### src/rtl/muladd_load_pkg.sv
// Shared sizes, FSM state and vector tag for the MulAdd load-stream receive path.
package muladd_load_pkg;
  localparam int WORD_W     = 32;
  localparam int ELEM_W     = 16;
  localparam int VEC_LEN    = 16;
  localparam int NUM_LAYERS = 8;
  localparam int L0_VECS    = 32;
  localparam int LN_VECS    = 16;
  localparam int VEC_W      = VEC_LEN * ELEM_W;
  localparam int BEATS      = VEC_W / WORD_W;

  typedef enum logic [1:0] {S_L0, S_LN, S_DONE} state_e;

  typedef struct packed {
    logic       kind;
    logic [2:0] layer;
    logic [3:0] idx;
  } vec_tag_t;
endpackage

### src/rtl/load_vec_assembler.sv
// Beat counter and shift register turning 8 load words into one vector; MSB pair arrives first.
module load_vec_assembler
  import muladd_load_pkg::*;
#(
  parameter int W_WORD = WORD_W,
  parameter int W_VEC  = VEC_W
) (
  input  logic              clk_data,
  input  logic              rst,
  input  logic              beat_en,
  input  logic [W_WORD-1:0] payload,
  output logic              vec_complete,
  output logic [W_VEC-1:0]  vec_data
);
  logic [2:0]              beat;
  logic [W_VEC-W_WORD-1:0] asm_q;

  // Shifting up by one word per beat leaves beat 0 in the top word after beat 7.
  always_ff @(posedge clk_data or posedge rst) begin
    if (rst) begin
      beat  <= '0;
      asm_q <= '0;
    end else if (beat_en) begin
      beat  <= beat + 3'd1;
      asm_q <= {asm_q[W_VEC-2*W_WORD-1:0], payload};
    end
  end

  assign vec_complete = beat_en && (beat == 3'(BEATS - 1));
  assign vec_data     = {asm_q, payload};
endmodule

### src/rtl/load_stream_unpacker.sv
// Load-stream receive end: assembles, tags and presents 144 vectors over valid/ready.
// Optional LOAD_CHECKSUM_EN adds a running sum of accepted load words.
module load_stream_unpacker
  import muladd_load_pkg::*;
(
  input  logic              clk_data,
  input  logic              rst,
  input  logic              load_en_i,
  input  logic [WORD_W-1:0] load_payload_i,
  output logic              vec_valid_o,
  input  logic              vec_ready_i,
  output logic [VEC_W-1:0]  vec_data_o,
  output logic              vec_kind_o,
  output logic [2:0]        vec_layer_o,
  output logic [3:0]        vec_idx_o,
  output logic              done_o,
  output logic              ovf_err_o
`ifdef LOAD_CHECKSUM_EN
  ,
  output logic [31:0]       checksum_o,
  output logic              checksum_valid_o
`endif
);
  state_e           state;
  logic [4:0]       vec_cnt;
  logic [2:0]       layer;
  vec_tag_t         cur_tag, out_tag;
  logic [VEC_W-1:0] out_data, asm_data;
  logic             beat_en, vec_complete, accept, done_set;

  assign beat_en  = load_en_i && (state != S_DONE);
  assign accept   = vec_valid_o && vec_ready_i;
  assign done_set = (state == S_DONE) && (accept || !vec_valid_o);

  load_vec_assembler u_asm (
    .clk_data     (clk_data),
    .rst          (rst),
    .beat_en      (beat_en),
    .payload      (load_payload_i),
    .vec_complete (vec_complete),
    .vec_data     (asm_data)
  );

  // Layer 0 interleaves input rows (even n) with weight columns (odd n).
  always_comb begin
    cur_tag = '0;
    case (state)
      S_L0: begin
        cur_tag.kind = vec_cnt[0];
        cur_tag.idx  = vec_cnt[4:1];
      end
      S_LN: begin
        cur_tag.kind  = 1'b1;
        cur_tag.layer = layer;
        cur_tag.idx   = vec_cnt[3:0];
      end
      default: cur_tag = '0;
    endcase
  end

  always_ff @(posedge clk_data or posedge rst) begin
    if (rst) begin
      state       <= S_L0;
      vec_cnt     <= '0;
      layer       <= '0;
      vec_valid_o <= 1'b0;
      out_data    <= '0;
      out_tag     <= '0;
      done_o      <= 1'b0;
      ovf_err_o   <= 1'b0;
    end else begin
      if (vec_complete) begin
        case (state)
          S_L0:
            if (vec_cnt == 5'(L0_VECS - 1)) begin
              state   <= S_LN;
              layer   <= 3'd1;
              vec_cnt <= '0;
            end else begin
              vec_cnt <= vec_cnt + 5'd1;
            end
          S_LN:
            if (vec_cnt[3:0] == 4'(LN_VECS - 1)) begin
              // Counter is left at its last value once the stream is finished.
              if (layer == 3'(NUM_LAYERS - 1)) begin
                state <= S_DONE;
              end else begin
                layer   <= layer + 3'd1;
                vec_cnt <= '0;
              end
            end else begin
              vec_cnt <= vec_cnt + 5'd1;
            end
          default: ;
        endcase
      end

      // A completion during an accepting handshake replaces the held vector.
      if (vec_complete && vec_valid_o && !vec_ready_i) begin
        ovf_err_o <= 1'b1;
      end else if (vec_complete) begin
        vec_valid_o <= 1'b1;
        out_data    <= asm_data;
        out_tag     <= cur_tag;
      end else if (accept) begin
        vec_valid_o <= 1'b0;
      end

      if (done_set) done_o <= 1'b1;
    end
  end

  assign vec_data_o  = out_data;
  assign vec_kind_o  = out_tag.kind;
  assign vec_layer_o = out_tag.layer;
  assign vec_idx_o   = out_tag.idx;

`ifdef LOAD_CHECKSUM_EN
  always_ff @(posedge clk_data or posedge rst) begin
    if (rst) begin
      checksum_o       <= '0;
      checksum_valid_o <= 1'b0;
    end else begin
      if (beat_en) checksum_o <= checksum_o + load_payload_i;
      if (done_set) checksum_valid_o <= 1'b1;
    end
  end
`endif
endmodule

### config.mk
export PLATFORM = sky130hd
export DESIGN_NAME = load_stream_unpacker
export DESIGN_NICKNAME = d
export VERILOG_FILES = /design/src/rtl/muladd_load_pkg.sv /design/src/rtl/load_vec_assembler.sv /design/src/rtl/load_stream_unpacker.sv
export SDC_FILE = /design/constraint.sdc
export NUM_CORES = 1
export LEC_CHECK = 0
export CORE_ASPECT_RATIO = 0.5
export CORE_MARGIN = 2
export CORE_UTILIZATION = 25
export DETAILED_ROUTE_END_ITERATION = 16
export SYNTH_ARGS = -nofsm -noshare
export SYNTH_HDL_FRONTEND = slang
export SYNTH_SLANG_ARGS = --single-unit
### constraint.sdc
create_clock -name clk_data -period 55 [get_ports clk_data]
set_clock_uncertainty 0.05 [all_clocks]
set_input_delay 11 -clock clk_data [delete_from_list [all_inputs] [get_ports clk_data]]
set_output_delay 11 -clock clk_data [all_outputs]
set_load 0.005 [all_outputs]
### Word-level counts from Yosys, hierarchy flattened

Index checks and enable logic that the tools add are counted.
Widths: inputs -> output; s select.

* bits in registers: 504
* input bits: 36
* output and inout bits: 267
* word-level logic and storage cells: 62

* add/sub/neg operators: 3
* equal/unequal tests: 12
* mux-type cells: 17
* bitwise operators: 1
* reductions and logical operators: 17

Operator list (count)
* $mux 5: 3
* $mux 3: 4
* $ne 2x2->1 const B: 5
* $pmux 5 s2: 1
* $reduce_and 5->1: 2
* $pmux 4 s2: 1
* $add 3x1->3 const B: 2
* $eq 3x3->1 const B: 2
* $logic_and 1x1->1: 6
* $mux 2: 3
* $pmux 3 s2: 1
* $add 5x1->5 const B: 1
* $eq 5x5->1 const B: 1
* $eq 4x4->1 const B: 1
* $pmux 2 s2: 1
* $reduce_and 2->1: 2
* $reduce_bool 2->1: 2
* $ne 3x3->1 const B: 1
* $reduce_and 3->1: 1
* $eq 2x1->1 const B: 1
* $eq 2x2->1 const B: 1
* $logic_not 1->1: 2
* $logic_not 2->1: 1
* $mux 1: 2
* other kinds (3): 3

### Logic depth before layout (Yosys ltp)

* word-level depth: 7
* depth in mapped cells: 8
* depth with buffers taken out: 7

### Hierarchy

From an unflattened synthesis, not the netlist that was laid out.

* cells, all modules: 1158
* area, all modules: 19595.0 µm²

By module, submodules not included
* load_stream_unpacker: instances 1, cells each 643, area an instance 10807.9 µm², seq. area each 6931.6 µm²
* load_vec_assembler: instances 1, cells each 515, area an instance 8787.2 µm², seq. area each 5680.4 µm²

### Worst setup path before layout

Ideal clock, no wire load.

* path type: input-to-reg
* start point: in vec_ready_i
* end point: reg out_data[178] (netlist: vec_data_o[178])
* setup time: 0.117 ns
* arrival: 11.968 ns
* data required time: 54.833 ns
* path slack: 42.865 ns
* stages: 7
* buffers on the path: 3
* path through: nand2b_1 and4_1 buf_2 buf_4 buf_2 nand2_1 nand2_1

* cells in the longest elaborated chain, start to end: 4

RTL lines
* start, declared: RTL line load_stream_unpacker.sv:11 `input logic vec_ready_i,`
* $logic_not 1->1: RTL line load_stream_unpacker.sv:99 `if (vec_complete && vec_valid_o && !vec_ready_i) begin`
* $logic_and 1x1->1: RTL line load_stream_unpacker.sv:99
* $not 1->1 (no line)
* $reduce_and 2->1 (no line)
* end signal, assigned: RTL line load_stream_unpacker.sv:103 `out_data <= asm_data;`
* end, declared: RTL line load_stream_unpacker.sv:28 `logic [VEC_W-1:0] out_data, asm_data;`

Every way passes these cells.
A chain may end at the register's enable or synchronous reset.

### Worst setup path in the final report

* start point: in load_en_i
* end point: reg u_asm.asm_q[104]

* cells in the longest elaborated chain, start to end: 1

RTL lines
* start, declared: RTL line load_stream_unpacker.sv:8 `input logic load_en_i,`
* $logic_and 1x1->1: RTL line load_stream_unpacker.sv:31 `assign beat_en = load_en_i && (state != S_DONE);`
* end signal, assigned: RTL line load_vec_assembler.sv:25 `asm_q <= {asm_q[W_VEC-2*W_WORD-1:0], payload};`
* end, declared: RTL line load_vec_assembler.sv:16 `logic [W_VEC-W_WORD-1:0] asm_q;`

Every way passes these cells.

==> results.cfg <==
[setup_path]
crit_path_max_incr_delay_ps = 800
critical_path.cell_chain = clkdlybuf4s50_1 -> nand2_4 -> buf_4 -> buf_12 -> mux2_2
arrival_ps = 14220
crit_path_end_kind = flop
start_kind = input port
critical-path-slowest-cell = buf_4
crit_type = input port to flop
reg2reg_depth = 5
cp.required_ps = 55400
crit_path_max_fanout = 127

[clocking]
cts_made_buffers = 51
cts_max_path_buffers = 3
ctsHtreeMaxLevel = 2
cts_setup_buffers = 0
clk_pin_slew_ps = 60
cts_tree = done
cts_sinks = 504
cts_resized = 0
worstSkewPairLatency_ps = 590
root_buffer = clkbuf_16
hold_buffers = 0

[timing]
setup_slack_ps = 41190
setup_viol = 0
finalCritPeriodShare_pct = 25.1
slew_headroom_pct = 32.9
setup_tns_ps = 0
grt_setup_unrepaired = false
tightest_slew_ps = 1010
min_period_ps = 13810
finalMaxSlewViolations = 0
finalHoldViolations = 0
fmax_mhz = 72.4

[floorplan]
core_area_sq_mm = 0.0755
chipWidth_um = 395
ioPinCount = 303
die-area_sq_mm = 0.0789
rows = 71
fp.dieH_um = 200
initial_core_util_pct = 25.4

[global_route]
grt_pass1_wl_um = 74100
grt_usage_pct = 12.0
grt_overflow = 0
grt_max_degree = 169
grt_pass1_vias = 12600
grt_antenna_before_repair = 1

[yosys]
ys_seq_area_share_pct = 65.9
avgSynthCellArea_sq_um = 11.5
syn_area_sq_mm = 0.0191
yosysWarnings = 0
ys_ff_latch = 504
synthAdderAreaFrac_pct = 0.392
synth_compound_area_share_pct = 0.601
synth-simple-area-share_pct = 16.1
synth_top_family_by_area = simple AND/OR/NAND/NOR gates
syn_nets = 1703
yosysUniqueCellTypes = 32
synth-xor-area-share_pct = 0.0457
netlist_instances = 1661
synthMuxAreaShare_pct = 14.4

[place]
portBuffers = 302
place_worst_setup_slack_ps = 40690
gp_congestion = 0.786
postPlaceCellArea_sq_mm = 0.0231
dp.final_hpwl_um = 32800

[power]
ir_drop_uv = 23.1
p_leak_nw = 11.6
powerDensity_mw_per_mm2 = 53.0
power.total_mw = 1.32

[routing]
vias_per_cell = 4.13
dr.first_iter.drc_count = 820
detail-route-antenna-nets = 0
routed_wl_um = 48500
post-route-drc-count = 0
firstDrtPassIters = 5
vias = 12400
avgRoutedWirePerCell_um = 16.2

[final_layout]
nets = 1984
drive_above_1_share_pct = 16.9
syn_to_final_growth_pct = 30.0
fill_cells = 7632
stdcell_area_sq_mm = 0.0249
final_util_pct = 33.0

[hold_path]
min_path_cells = 2
min_path_type = flop to flop

[job]
drv_cap = 0

[status]
outcome = finished, final reports clean
-- logic make-up (layout without fill, tap and decap cells) --
kind of cell	after synthesis	in the layout
and+or+nand+nor	806	806
DFF	504	504
muxes	236	236
buffers and inverters	91	408
AOI/OAI and AO/OA	17	17
adders and majority gates	6	6
xor gates and xnor gates	1	1
other	0	1
-- registers in the layout (all words and copies together), names as in the netlist --
name	count
done_o	1
layer	3
ovf_err_o	1
state	2
u_asm.asm_q	224
u_asm.beat	3
vec_cnt	5
vec_data_o	256
vec_idx_o	4
vec_kind_o	1
vec_layer_o	3
vec_valid_o	1
-- path summary, 6_finish.rpt --
check                              endpoint  slack (ps)              from
max                        u_asm.asm_q[104]       41190         load_en_i
min reg2reg                 vec_data_o[226]         410  u_asm.asm_q[194]
max reg2reg                u_asm.asm_q[104]       51440          state[0]
min                         vec_data_o[226]         410  u_asm.asm_q[194]
max in group asynchronous   vec_data_o[186]       41490               rst
min in group asynchronous    vec_data_o[15]       10860               rst
-- cells in the final DEF (no fill, tap or decap), drive strengths merged --
cell | Yosys | layout
nand2 | 788 | 788
dfrtp | 504 | 504
clkdlybuf4s50 | 0 | 302
mux2 | 229 | 229
clkbuf | 22 | 71
buf | 64 | 12
mux2i | 7 | 7
clkinvlp | 0 | 7
ha | 6 | 6
clkinv | 0 | 6
o31ai | 5 | 5
bufinv | 0 | 5
inv | 5 | 5
o21ai | 4 | 4
nand3 | 4 | 4
nor2 | 3 | 3
nand2b | 3 | 3
o21bai | 2 | 2
a31oi | 2 | 2
a31o | 2 | 2
diode | 0 | 1
and4 | 1 | 1
nand4 | 1 | 1
nor2b | 1 | 1
nand4b | 1 | 1
o211ai | 1 | 1
and2 | 1 | 1
and3 | 1 | 1
nand3b | 1 | 1
nor3 | 1 | 1
a21oi | 1 | 1
xnor2 | 1 | 1
-- synth_stat cells --
master	count	share of area, %
nand4b_1	1	0.046
and2_2	1	0.039
o211ai_1	1	0.039
nor3_1	1	0.026
a31o_2	2	0.092
dfrtp_1	504	66
o21ai_0	4	0.10
and4_1	1	0.046
buf_2	40	1.0
buf_1	5	0.098
nand2b_1	2	0.065
nand2_1	788	15
a21oi_1	1	0.026
xnor2_1	1	0.046
mux2_2	199	12
nor2_1	3	0.059
nand4_4	1	0.11
nand3_1	4	0.10
buf_6	6	0.35
nand3b_1	1	0.039
mux2_4	30	2.4
ha_1	6	0.39
mux2i_1	7	0.37
and3_1	1	0.033
nor2b_1	1	0.033
o31ai_1	5	0.20
o21bai_1	2	0.078
a31oi_1	2	0.065
inv_1	5	0.098
nand2b_4	1	0.072
buf_4	13	0.51
clkbuf_1	22	0.43
-- stage by stage --
stage | hold WS [ps] | std cells
finish | 408 | 3001
CTS | 415 | 3000
global placement | 396 | 2911
floorplan | 383 | 1661
detailed placement | 401 | 2911
global route | 426 | 3001
-- power breakdown --
| group | internal [mW] | switching (mW) | leakage (nW) | total (mW) |
|---|---|---|---|---|
| Combinational | 0.213 | 0.156 | 4.58 | 0.370 |
| Clock | 0.217 | 0.144 | 0.854 | 0.361 |
| Sequential | 0.497 | 0.0915 | 6.20 | 0.589 |
| Total | 0.928 | 0.392 | 11.6 | 1.32 |
-- area by class of cell --
cell class | instances | area, sq um | share of cell area [%]
multi-input cells | 1066 | 6060 | 24.3
inverters | 5 | 26.3 | 0.106
diodes | 1 | 2.50 | 0.0101
clock buffers | 71 | 1530 | 6.17
well taps | 1022 | 1280 | 5.14
flip-flops and latches | 504 | 12600 | 50.7
clock inverters | 18 | 233 | 0.935
repair buffers | 314 | 3140 | 12.6
-- critical path: cells and delay by family --
kind	cells	cell delay [ps]
simple gates	1	490
mux	1	420
buf+inv	3	1910
-- metal layers --
layer / share of wire [%] / track usage, % / up-vias
met3: 2.3 / 1.55 / 94
met2: 53 / 21.5 / 162
met5: 0 / 0 / -
met4: 4.8 / 6.06 / 0
met1: 40 / 14.2 / 6283
li1: - / - / 5862
Power figures use the tool's default switching activity.
